**config.mk**
```make
export PLATFORM = sky130hd
export DESIGN_NAME = axi_mem_sched_flat
export DESIGN_NICKNAME = d
export VERILOG_FILES = /design/src/rtl/axi_mem_sched_pkg.sv /design/src/rtl/axi_mem_sched_if.sv /design/src/rtl/axi_mem_sched.sv /design/src/flat_wrapper.sv
export SDC_FILE = /design/constraint.sdc
export NUM_CORES = 1
export LEC_CHECK = 0
export CORE_MARGIN = 5
export CORE_UTILIZATION = 50
export CTS_BUF_LIST = sky130_fd_sc_hd__clkbuf_8
export CTS_CLUSTER_SIZE = 10
export DETAILED_ROUTE_END_ITERATION = 8
export HOLD_SLACK_MARGIN = 0.15
export PLACE_DENSITY = 0.82
export SLEW_MARGIN = 5
export SYNTH_ARGS = -nofsm -noshare
export SYNTH_HDL_FRONTEND = slang
export SYNTH_SLANG_ARGS = --single-unit
```
**constraint.sdc**
```tcl
create_clock -name ACLK -period 4.13 [get_ports ACLK]
set_clock_uncertainty 0.05 [all_clocks]
set_input_delay 0.6195 -clock ACLK [delete_from_list [all_inputs] [get_ports ACLK]]
set_output_delay 0.6195 -clock ACLK [all_outputs]
set_load 0.005 [all_outputs]
```
**src/rtl/axi_mem_sched_pkg.sv**
```systemverilog
// Shared types for the memory access scheduler:
// FSM states, grant encoding and the two-way round-robin pick.
package axi_mem_sched_pkg;

    typedef enum logic [2:0] {
        S_IDLE    = 3'd0,
        S_WR      = 3'd1,
        S_RD      = 3'd2,
        S_RD_LAST = 3'd3,
        S_RD_HOLD = 3'd4
    } sched_state_t;

    typedef enum logic {
        GRANT_WR = 1'b0,
        GRANT_RD = 1'b1
    } grant_t;

    // A tie goes to the side that did not win last time.
    function automatic grant_t rr_pick(
        input logic   wr,
        input logic   rd,
        input grant_t last
    );
        if (wr && rd)
            return (last == GRANT_WR) ? GRANT_RD : GRANT_WR;
        else if (rd)
            return GRANT_RD;
        else
            return GRANT_WR;
    endfunction

endpackage

```
**src/rtl/axi_mem_sched_if.sv**
```systemverilog
// Bundle between requesters, the scheduler and the byte-wide memory.
// slave: scheduler side; master: requesters plus the memory array.
interface axi_mem_sched_if #(
    parameter int ADDR_W = 12,
    parameter int DATA_W = 32
);
    logic              wr_req;
    logic [ADDR_W-1:0] wr_addr;
    logic [DATA_W-1:0] wr_data;
    logic              wr_ack;
    logic              wr_done;
    logic              rd_req;
    logic [ADDR_W-1:0] rd_addr;
    logic              rd_ack;
    logic              rd_valid;
    logic [DATA_W-1:0] rd_data;
    logic              rd_ready;
    logic              mem_en;
    logic              mem_we;
    logic [ADDR_W-1:0] mem_addr;
    logic [7:0]        mem_wdata;
    logic [7:0]        mem_rdata;
    logic              busy;

    modport slave (
        input  wr_req, wr_addr, wr_data,
        input  rd_req, rd_addr, rd_ready,
        input  mem_rdata,
        output wr_ack, wr_done,
        output rd_ack, rd_valid, rd_data,
        output mem_en, mem_we, mem_addr, mem_wdata,
        output busy
    );

    modport master (
        output wr_req, wr_addr, wr_data,
        output rd_req, rd_addr, rd_ready,
        output mem_rdata,
        input  wr_ack, wr_done,
        input  rd_ack, rd_valid, rd_data,
        input  mem_en, mem_we, mem_addr, mem_wdata,
        input  busy
    );
endinterface

```
**src/rtl/axi_mem_sched.sv**
```systemverilog
// Single-port scheduler: round-robin between whole-word write/read
// requests, serialised into byte accesses on an external memory.
// Ports: ACLK, ARESET (async, active high), bus (slave modport):
//   wr_req/addr/data -> wr_ack, wr_done; rd_req/addr -> rd_ack,
//   rd_valid/rd_data held until rd_ready; mem_* byte port; busy.
module axi_mem_sched
    import axi_mem_sched_pkg::*;
#(
    parameter int ADDR_W = 12,
    parameter int DATA_W = 32
) (
    input  logic            ACLK,
    input  logic            ARESET,
    axi_mem_sched_if.slave  bus
);

    localparam int NBYTES = DATA_W / 8;
    localparam int CW     = (NBYTES > 1) ? $clog2(NBYTES) : 1;
    localparam logic [CW-1:0] LAST = CW'(NBYTES - 1);

    sched_state_t      state_q, state_d;
    grant_t            grant_q, grant_d;
    logic [CW-1:0]     cnt_q, cnt_d;
    logic [ADDR_W-1:0] base_q, base_d;
    logic [DATA_W-1:0] wdata_q, wdata_d;
    logic [DATA_W-1:0] rdata_q, rdata_d;
    logic              wr_ack_q, wr_ack_d;
    logic              rd_ack_q, rd_ack_d;
    logic              wr_done_q, wr_done_d;
    logic              rd_valid_q, rd_valid_d;
    logic              mem_en_q, mem_en_d;
    logic              mem_we_q, mem_we_d;
    logic [ADDR_W-1:0] mem_addr_q, mem_addr_d;
    logic [7:0]        mem_wdata_q, mem_wdata_d;
    logic              busy_q, busy_d;

    logic [CW-1:0]     cnt_nx;
    logic [CW-1:0]     cnt_pv;
    logic [ADDR_W-1:0] addr_nx;
    grant_t            pick;

    assign cnt_nx  = cnt_q + CW'(1);
    assign cnt_pv  = cnt_q - CW'(1);
    assign addr_nx = base_q + ADDR_W'(cnt_nx);

    always_ff @(posedge ACLK or posedge ARESET) begin
        if (ARESET) begin
            state_q     <= S_IDLE;
            grant_q     <= GRANT_WR;
            cnt_q       <= '0;
            base_q      <= '0;
            wdata_q     <= '0;
            rdata_q     <= '0;
            wr_ack_q    <= 1'b0;
            rd_ack_q    <= 1'b0;
            wr_done_q   <= 1'b0;
            rd_valid_q  <= 1'b0;
            mem_en_q    <= 1'b0;
            mem_we_q    <= 1'b0;
            mem_addr_q  <= '0;
            mem_wdata_q <= '0;
            busy_q      <= 1'b0;
        end else begin
            state_q     <= state_d;
            grant_q     <= grant_d;
            cnt_q       <= cnt_d;
            base_q      <= base_d;
            wdata_q     <= wdata_d;
            rdata_q     <= rdata_d;
            wr_ack_q    <= wr_ack_d;
            rd_ack_q    <= rd_ack_d;
            wr_done_q   <= wr_done_d;
            rd_valid_q  <= rd_valid_d;
            mem_en_q    <= mem_en_d;
            mem_we_q    <= mem_we_d;
            mem_addr_q  <= mem_addr_d;
            mem_wdata_q <= mem_wdata_d;
            busy_q      <= busy_d;
        end
    end

    // Outputs are computed one cycle ahead: the strobe for byte cnt
    // is on the bus while cnt_q == cnt.
    always_comb begin
        state_d     = state_q;
        grant_d     = grant_q;
        cnt_d       = cnt_q;
        base_d      = base_q;
        wdata_d     = wdata_q;
        rdata_d     = rdata_q;
        wr_ack_d    = 1'b0;
        rd_ack_d    = 1'b0;
        wr_done_d   = 1'b0;
        rd_valid_d  = rd_valid_q;
        mem_en_d    = 1'b0;
        mem_we_d    = 1'b0;
        mem_addr_d  = '0;
        mem_wdata_d = '0;
        pick        = rr_pick(bus.wr_req, bus.rd_req, grant_q);

        unique case (state_q)
            S_IDLE: begin
                if (bus.wr_req || bus.rd_req) begin
                    grant_d  = pick;
                    cnt_d    = '0;
                    mem_en_d = 1'b1;
                    if (pick == GRANT_WR) begin
                        state_d     = S_WR;
                        wr_ack_d    = 1'b1;
                        base_d      = bus.wr_addr;
                        wdata_d     = bus.wr_data;
                        mem_we_d    = 1'b1;
                        mem_addr_d  = bus.wr_addr;
                        mem_wdata_d = bus.wr_data[7:0];
                    end else begin
                        state_d    = S_RD;
                        rd_ack_d   = 1'b1;
                        base_d     = bus.rd_addr;
                        mem_addr_d = bus.rd_addr;
                    end
                end
            end
            S_WR: begin
                if (cnt_q == LAST) begin
                    state_d   = S_IDLE;
                    wr_done_d = 1'b1;
                end else begin
                    cnt_d       = cnt_nx;
                    mem_en_d    = 1'b1;
                    mem_we_d    = 1'b1;
                    mem_addr_d  = addr_nx;
                    mem_wdata_d = wdata_q[8*cnt_nx +: 8];
                end
            end
            S_RD: begin
                // Read data trails its strobe by one cycle.
                if (cnt_q != '0)
                    rdata_d[8*cnt_pv +: 8] = bus.mem_rdata;
                if (cnt_q == LAST) begin
                    state_d = S_RD_LAST;
                end else begin
                    cnt_d      = cnt_nx;
                    mem_en_d   = 1'b1;
                    mem_addr_d = addr_nx;
                end
            end
            S_RD_LAST: begin
                rdata_d[DATA_W-1 -: 8] = bus.mem_rdata;
                rd_valid_d = 1'b1;
                state_d    = S_RD_HOLD;
            end
            S_RD_HOLD: begin
                if (bus.rd_ready) begin
                    rd_valid_d = 1'b0;
                    state_d    = S_IDLE;
                end
            end
            default: begin
                state_d = S_IDLE;
            end
        endcase
    end

    assign busy_d = (state_d != S_IDLE);

    assign bus.wr_ack    = wr_ack_q;
    assign bus.rd_ack    = rd_ack_q;
    assign bus.wr_done   = wr_done_q;
    assign bus.rd_valid  = rd_valid_q;
    assign bus.rd_data   = rdata_q;
    assign bus.mem_en    = mem_en_q;
    assign bus.mem_we    = mem_we_q;
    assign bus.mem_addr  = mem_addr_q;
    assign bus.mem_wdata = mem_wdata_q;
    assign bus.busy      = busy_q;

endmodule
```
**src/flat_wrapper.sv**
```systemverilog
// flat-port wrapper written by rule: the top's interface ports become plain ports
module axi_mem_sched_flat import axi_mem_sched_pkg::*;
#(
    parameter int ADDR_W = 12,
    parameter int DATA_W = 32
)
  (ACLK, ARESET, bus_wr_req, bus_wr_addr, bus_wr_data, bus_rd_req, bus_rd_addr, bus_rd_ready, bus_mem_rdata, bus_wr_ack, bus_wr_done, bus_rd_ack, bus_rd_valid, bus_rd_data, bus_mem_en, bus_mem_we, bus_mem_addr, bus_mem_wdata, bus_busy);
  axi_mem_sched_if #(.ADDR_W(ADDR_W), .DATA_W(DATA_W)) bus_i ();
  input  logic ACLK;
  input  logic ARESET;
  input wire logic [$bits(bus_i.wr_req)-1:0] bus_wr_req;
  input wire logic [$bits(bus_i.wr_addr)-1:0] bus_wr_addr;
  input wire logic [$bits(bus_i.wr_data)-1:0] bus_wr_data;
  input wire logic [$bits(bus_i.rd_req)-1:0] bus_rd_req;
  input wire logic [$bits(bus_i.rd_addr)-1:0] bus_rd_addr;
  input wire logic [$bits(bus_i.rd_ready)-1:0] bus_rd_ready;
  input wire logic [$bits(bus_i.mem_rdata)-1:0] bus_mem_rdata;
  output wire logic [$bits(bus_i.wr_ack)-1:0] bus_wr_ack;
  output wire logic [$bits(bus_i.wr_done)-1:0] bus_wr_done;
  output wire logic [$bits(bus_i.rd_ack)-1:0] bus_rd_ack;
  output wire logic [$bits(bus_i.rd_valid)-1:0] bus_rd_valid;
  output wire logic [$bits(bus_i.rd_data)-1:0] bus_rd_data;
  output wire logic [$bits(bus_i.mem_en)-1:0] bus_mem_en;
  output wire logic [$bits(bus_i.mem_we)-1:0] bus_mem_we;
  output wire logic [$bits(bus_i.mem_addr)-1:0] bus_mem_addr;
  output wire logic [$bits(bus_i.mem_wdata)-1:0] bus_mem_wdata;
  output wire logic [$bits(bus_i.busy)-1:0] bus_busy;
  assign bus_i.wr_req = bus_wr_req;
  assign bus_i.wr_addr = bus_wr_addr;
  assign bus_i.wr_data = bus_wr_data;
  assign bus_i.rd_req = bus_rd_req;
  assign bus_i.rd_addr = bus_rd_addr;
  assign bus_i.rd_ready = bus_rd_ready;
  assign bus_i.mem_rdata = bus_mem_rdata;
  assign bus_wr_ack = bus_i.wr_ack;
  assign bus_wr_done = bus_i.wr_done;
  assign bus_rd_ack = bus_i.rd_ack;
  assign bus_rd_valid = bus_i.rd_valid;
  assign bus_rd_data = bus_i.rd_data;
  assign bus_mem_en = bus_i.mem_en;
  assign bus_mem_we = bus_i.mem_we;
  assign bus_mem_addr = bus_i.mem_addr;
  assign bus_mem_wdata = bus_i.mem_wdata;
  assign bus_busy = bus_i.busy;
  axi_mem_sched #(.ADDR_W(ADDR_W), .DATA_W(DATA_W)) u_core (.ACLK(ACLK), .ARESET(ARESET), .bus(bus_i));
endmodule
```
; ---- After elaboration in Yosys (flattened, before gate mapping)
; Cells that the tools add are included.
[word_totals]
ff_bits = 109
inputBits = 69
out_inout_bits = 59
wordCells = 85
[op_classes]
n_addsub = 4
n_eq_ne = 9
shift = 3
mux = 37
n_bitwise = 1
n_reduce_logical = 15
[op_table]
columns = op, n
row1 = $mux W12, 3
row2 = $neg A5 Y34, 1
row3 = $shift A8 B34 Y32 const A, 1
row4 = $shiftx A8 B34 Y32, 1
row5 = $bwmux W32, 1
row6 = $mux W32, 1
row7 = $pmux W8 S2, 2
row8 = $shiftx A32 B6 Y8, 1
row9 = $mux W8, 3
row10 = $pmux W12 S2, 1
row11 = $pmux W3 S5, 1
row12 = $mux W1, 14
row13 = $add A12 B2 Y12, 1
row14 = $mux W3, 4
row15 = $reduce_and A2 Y1, 4
row16 = $reduce_bool A2 Y1, 4
row17 = $eq A3 B2 Y1 const B, 2
row18 = $mux W2, 3
row19 = $pmux W1 S2, 3
row20 = $reduce_and A3 Y1, 2
row21 = $ne A2 B1 Y1 const B, 2
row22 = $ne A2 B2 Y1 const B, 2
row23 = $pmux W2 S2, 1
row24 = $eq A3 B1 Y1 const B, 1
row25 = other kinds (10), 10

; ---- Longest topological paths before layout
[depth]
word_depth = 6
mapped_depth = 10
mapped_depth_nobuf = 8

; ---- Least setup slack after synthesis
; No wires, ideal clock.
[synth_path]
path_kind = reg2reg
startpoint = reg u_core.cnt_q[0]
endpoint = reg u_core.mem_addr_q[6] (netlist: u_core.bus.mem_addr[6])
setup_time_ns = 0.082
arrival_ns = 2.484
required_time_ns = 3.998
path_slack_ns = 1.513
path_stages_with_launch = 11
path_buffers = 2
period_less_slack_ns = 2.617
cell_sequence = dfrtp_1 -> buf_4 -> inv_1 -> ha_1 -> buf_2 -> inv_1 -> fa_1 -> nor2b_1 -> nand4_1 -> xor2_1 -> o22ai_1
[synth_via]
elab_chain_len = 4
word_cells_on_any_way = 5
classes_between = add/sub (2) / eq/ne (1) / mux (2)
[synth_rtl]
columns = element, line_no
row1 = "start, declared", axi_mem_sched.sv:23  ; logic [CW-1:0] cnt_q, cnt_d;
row2 = "start signal, assigned", axi_mem_sched.sv:66  ; cnt_q <= cnt_d;
row3 = $add A2 B1 Y2, axi_mem_sched.sv:42  ; assign cnt_nx = cnt_q + CW'(1);
row4 = $add A12 B2 Y12, axi_mem_sched.sv:44  ; assign addr_nx = base_q + ADDR_W'(cnt_nx);
row5 = $mux W12 (*), "axi_mem_sched.sv:124, axi_mem_sched.sv:139"
row6 = $pmux W12 S2 (*), axi_mem_sched.sv:101  ; unique case (state_q)
row7 = net u_core.mem_addr_d[6], axi_mem_sched.sv:33  ; logic [ADDR_W-1:0] mem_addr_q, mem_addr_d;
row8 = "end signal, assigned", axi_mem_sched.sv:76  ; mem_addr_q <= mem_addr_d;
row9 = "end, declared", axi_mem_sched.sv:33
; Mark *: on every way through the listed nets, which the timed path passes. The rest lies on a longest branch.
; A chain may end at the register's enable or synchronous reset.

; ---- Final worst setup path
[layout_path]
startpoint = reg u_core.cnt_q[0]
endpoint = reg u_core.mem_addr_q[10] (netlist: u_core.bus.mem_addr[10])
; Same word-level chain as after synthesis.

==> reports/qor.yml <==
grt:
  grt_pass1_wl_um: 18500
  gr-total-overflow: 0
  grt_start_max_net_pins: 83
  grtUsageMet3_pct: 2.64
  grt.busiest_layer: "met2"
  grt_util_met2_pct: 34.7
  antenna_found_initial: 0
  use_met1_pct: 26.4
  grt_pass1_vias: 3801
  grt_use_total_pct: 20.1
pwr:
  power_switching_uw: 1690
  p_per_area_nw_per_um2: 725
  internal-power_uw: 2900
  clock_power_share_pct: 14.1
  p_sw_share_pct: 36.9
  power_frac_seq_pct: 41.8
  total_power_uw: 4590
  peakVddDrop_uv: 487
  p_leak_uw: 0.00288
  combPwrFrac_pct: 44.2
timing:
  hold_viol_final: 0
  rsz0062_at_grt: "no"
  tightest_slew_ps: 1210
  fin_tns_setup_ps: 0
  timing.final.crit_share_pct: 72.6
  fin_ws_ps: 1130
  relSlewSlack_pct: 19.6
  slew_violations: 0
  post-route-min-period_ps: 3000
  setup_viol: 0
  fmax_ghz: 0.334
critical_path:
  crit_top_cell: "inv_1"
  path_cells: "inv_1 > ha_1 > inv_1 > fa_1 > nor2b_1 > nand4_1 > xor2_1 > o22ai_1"
  reg2reg_to: "u_core.bus.mem_addr[10]"
  cp.arrival_ps: 3150
  worstSetupPathType: "flip-flop to flip-flop"
  r2r-start: "u_core.cnt_q[0]"
  path_buf_inv: 2
  r2r_cells: 8
  r2r_slack_ps: 1130
  endpoint_kind: "flip-flop"
  required_ps: 4280
  critPathMaxStageDelay_ps: 840
  critical-path-top-delay-family: "flip-flops"
  crit_path_start_kind: "flip-flop"
  critPathMaxFanout: 16
  slowest_stage: "dfrtp_1"
synthesis:
  yosysWarnings: 0
  ys_types: 44
  synth-edff-count: 0
  synthCells: 467
  syn_nets: 546
  synth_flop_cell: "dfrtp_1"
  ys_seq_elements: 109
  async_flop_share_pct: 100
  synth_top_area_share_pct: 57.1
  synth_area_sq_um: 4770
  synth.largest_area_cell: "dfrtp_1"
  synth_area_leaders: "dfrtp_1 (57%), nand2_1 (13%), o21ai_0 (4.0%)"
  syn_area_per_cell_sq_um: 10.2
  ys_seq_area_share_pct: 57.1
floorplanning:
  die_area_sq_um: 11600
  boundaryPins: 128
  die_h_um: 108
  coreArea_sq_um: 9280
  initial_core_util_pct: 51.4
  fp.dieW_um: 108
  row_count: 35
finish:
  syn2layout_area_growth_pct: 32.4
  layout_common_cells: "nand2_1 (165), clkdlybuf4s50_1 (127), dfrtp_1 (109), o21ai_0 (38), inv_1 (15)"
  diodes: 0
  drive_gt1_share_pct: 6.43
  fin_util_pct: 68.1
  nets: 665
  final_common_cell: "nand2_1"
place:
  port_buffers: 127
  gp_congestion: 0.865
  hpwl_um: 8510
  pre_cts_ws_ps: 1150
detailed_routing:
  drt_iter0_markers: 158
  wl_um: 11400
  viasPerCell: 5.18
  first_pass_iters: 4
  drc_errors: 0
  route.vias.total: 3733
  ant_nets: 0
  routedWlPerCell_um: 15.8
cts:
  path_clk_slew_ps: 110
  cts_setup_buffers: 0
  clock-sinks: 109
  h-tree-depth: 3
  cts-root-buf: "clkbuf_8"
  hold_buffers: 0
  cts_tree: "done"
  clockBufferDepth: 2
  cts_buffers: 9
  cts_resized: 0
  clk_latency_ps: 360
min_path:
  holdCritPathClass: "flip-flop to flip-flop"
  min-delay-start: "u_core.wdata_q[17]"
  min_to: "u_core.wdata_q[17]"
  hold_path_depth: 2
run_status:
  status: "finished, final reports clean"
run:
  maxCapViolCount: 0
==> power by group through the flow <==
stage	combinational, uW	sequential (uW)	clock (uW)
after global routing	2260	1980	694
after global placement	1950	1910	0
after floorplan	1270	1810	0
after CTS	2050	1920	657
final	2030	1920	646
after detailed placement	2040	1930	0
==> logic make-up (layout without fill, tap and decap cells) <==
logic type,after synthesis,after routing,synth area share [%]
AOI/OAI and AO/OA,78,78,9.51
xor gates and xnor gates,11,11,2.02
adders and majority gates,10,10,2.78
buffers and inverters,40,164,3.85
DFF,109,109,57.1
muxes,21,21,6.50
and+or+nand+nor,198,198,18.2
==> sequential cells by signal (all words and copies together) (netlist names) <==
name	flops
u_core.bus.rd_data	32
u_core.wdata_q	32
u_core.base_q	12
u_core.bus.mem_addr	12
u_core.bus.mem_wdata	8
u_core.state_q	3
u_core.cnt_q	2
u_core.bus.busy	1
u_core.bus.mem_en	1
u_core.bus.mem_we	1
u_core.bus.rd_ack	1
u_core.bus.rd_valid	1
u_core.bus.wr_ack	1
u_core.bus.wr_done	1
u_core.grant_q	1
==> through the flow <==
step           std cells  hold slack (ps)  area, sq um
3_3_place_gp         704              403         6120
4_1_cts              720              433         6320
2_1_floorplan        467              390         4770
3_5_place_dp         704              407         6120
5_1_grt              720              457         6320
6_report             720              432         6320
==> Yosys cell counts, types with 2 or more instances <==
cell type    n
nand2_1    165
dfrtp_1    109
o21ai_0     38
inv_1       16
mux2i_1     13
o22ai_1     13
buf_2       12
xor2_1      10
ha_1         9
o21ai_1      9
a22o_1       8
mux4_2       8
clkbuf_1     6
a21oi_1      5
nand4_1      5
buf_4        3
nand2b_1     3
nor2b_1      3
and2_1       2
and4_1       2
nand3_1      2
nor2_1       2
nor3_2       2
or3_1        2
==> worst max path at each step <==
| stage | slack, ps | from | endpoint | depth (start not counted) |
|---|---|---|---|---|
| floorplan | 590 | ARESET | u_core.base_q[0] | 1 |
| global placement | 1290 | u_core.cnt_q[0] | u_core.bus.mem_addr[6] | 8 |
| detailed placement | 1150 | u_core.cnt_q[0] | u_core.bus.mem_addr[10] | 8 |
| CTS | 1100 | u_core.cnt_q[0] | u_core.bus.mem_addr[10] | 8 |
| global route | 840 | u_core.cnt_q[0] | u_core.bus.mem_addr[10] | 8 |
| finish | 1130 | u_core.cnt_q[0] | u_core.bus.mem_addr[10] | 8 |
==> layer usage <==
metal	wire length [um]	vias to the layer above
met1	4720	1798
met5	0	-
li1	-	1801
met2	5900	118
met4	171	0
met3	580	16
==> layout make-up <==
class	count	area, sq um
clock buffers	10	138
clock inverters	6	62.6
fillers	701	2960
inverters	17	66.3
multi-input cells	318	1870
flip-flops and latches	109	2730
well taps	129	161
repair buffers	131	1300
==> worst reg2reg max path: cells and delay by family, from the launching register on <==
kind | cells | cell delay [ps]
AO/OA/AOI/OAI | 1 | 130
XOR/XNOR | 1 | 210
adder cells (fa/ha/maj) | 2 | 810
buffers and inverters | 2 | 400
flip-flops | 1 | 840
AND/OR/NAND/NOR | 2 | 400
No activity file was read; power rests on OpenSTA's default activity.
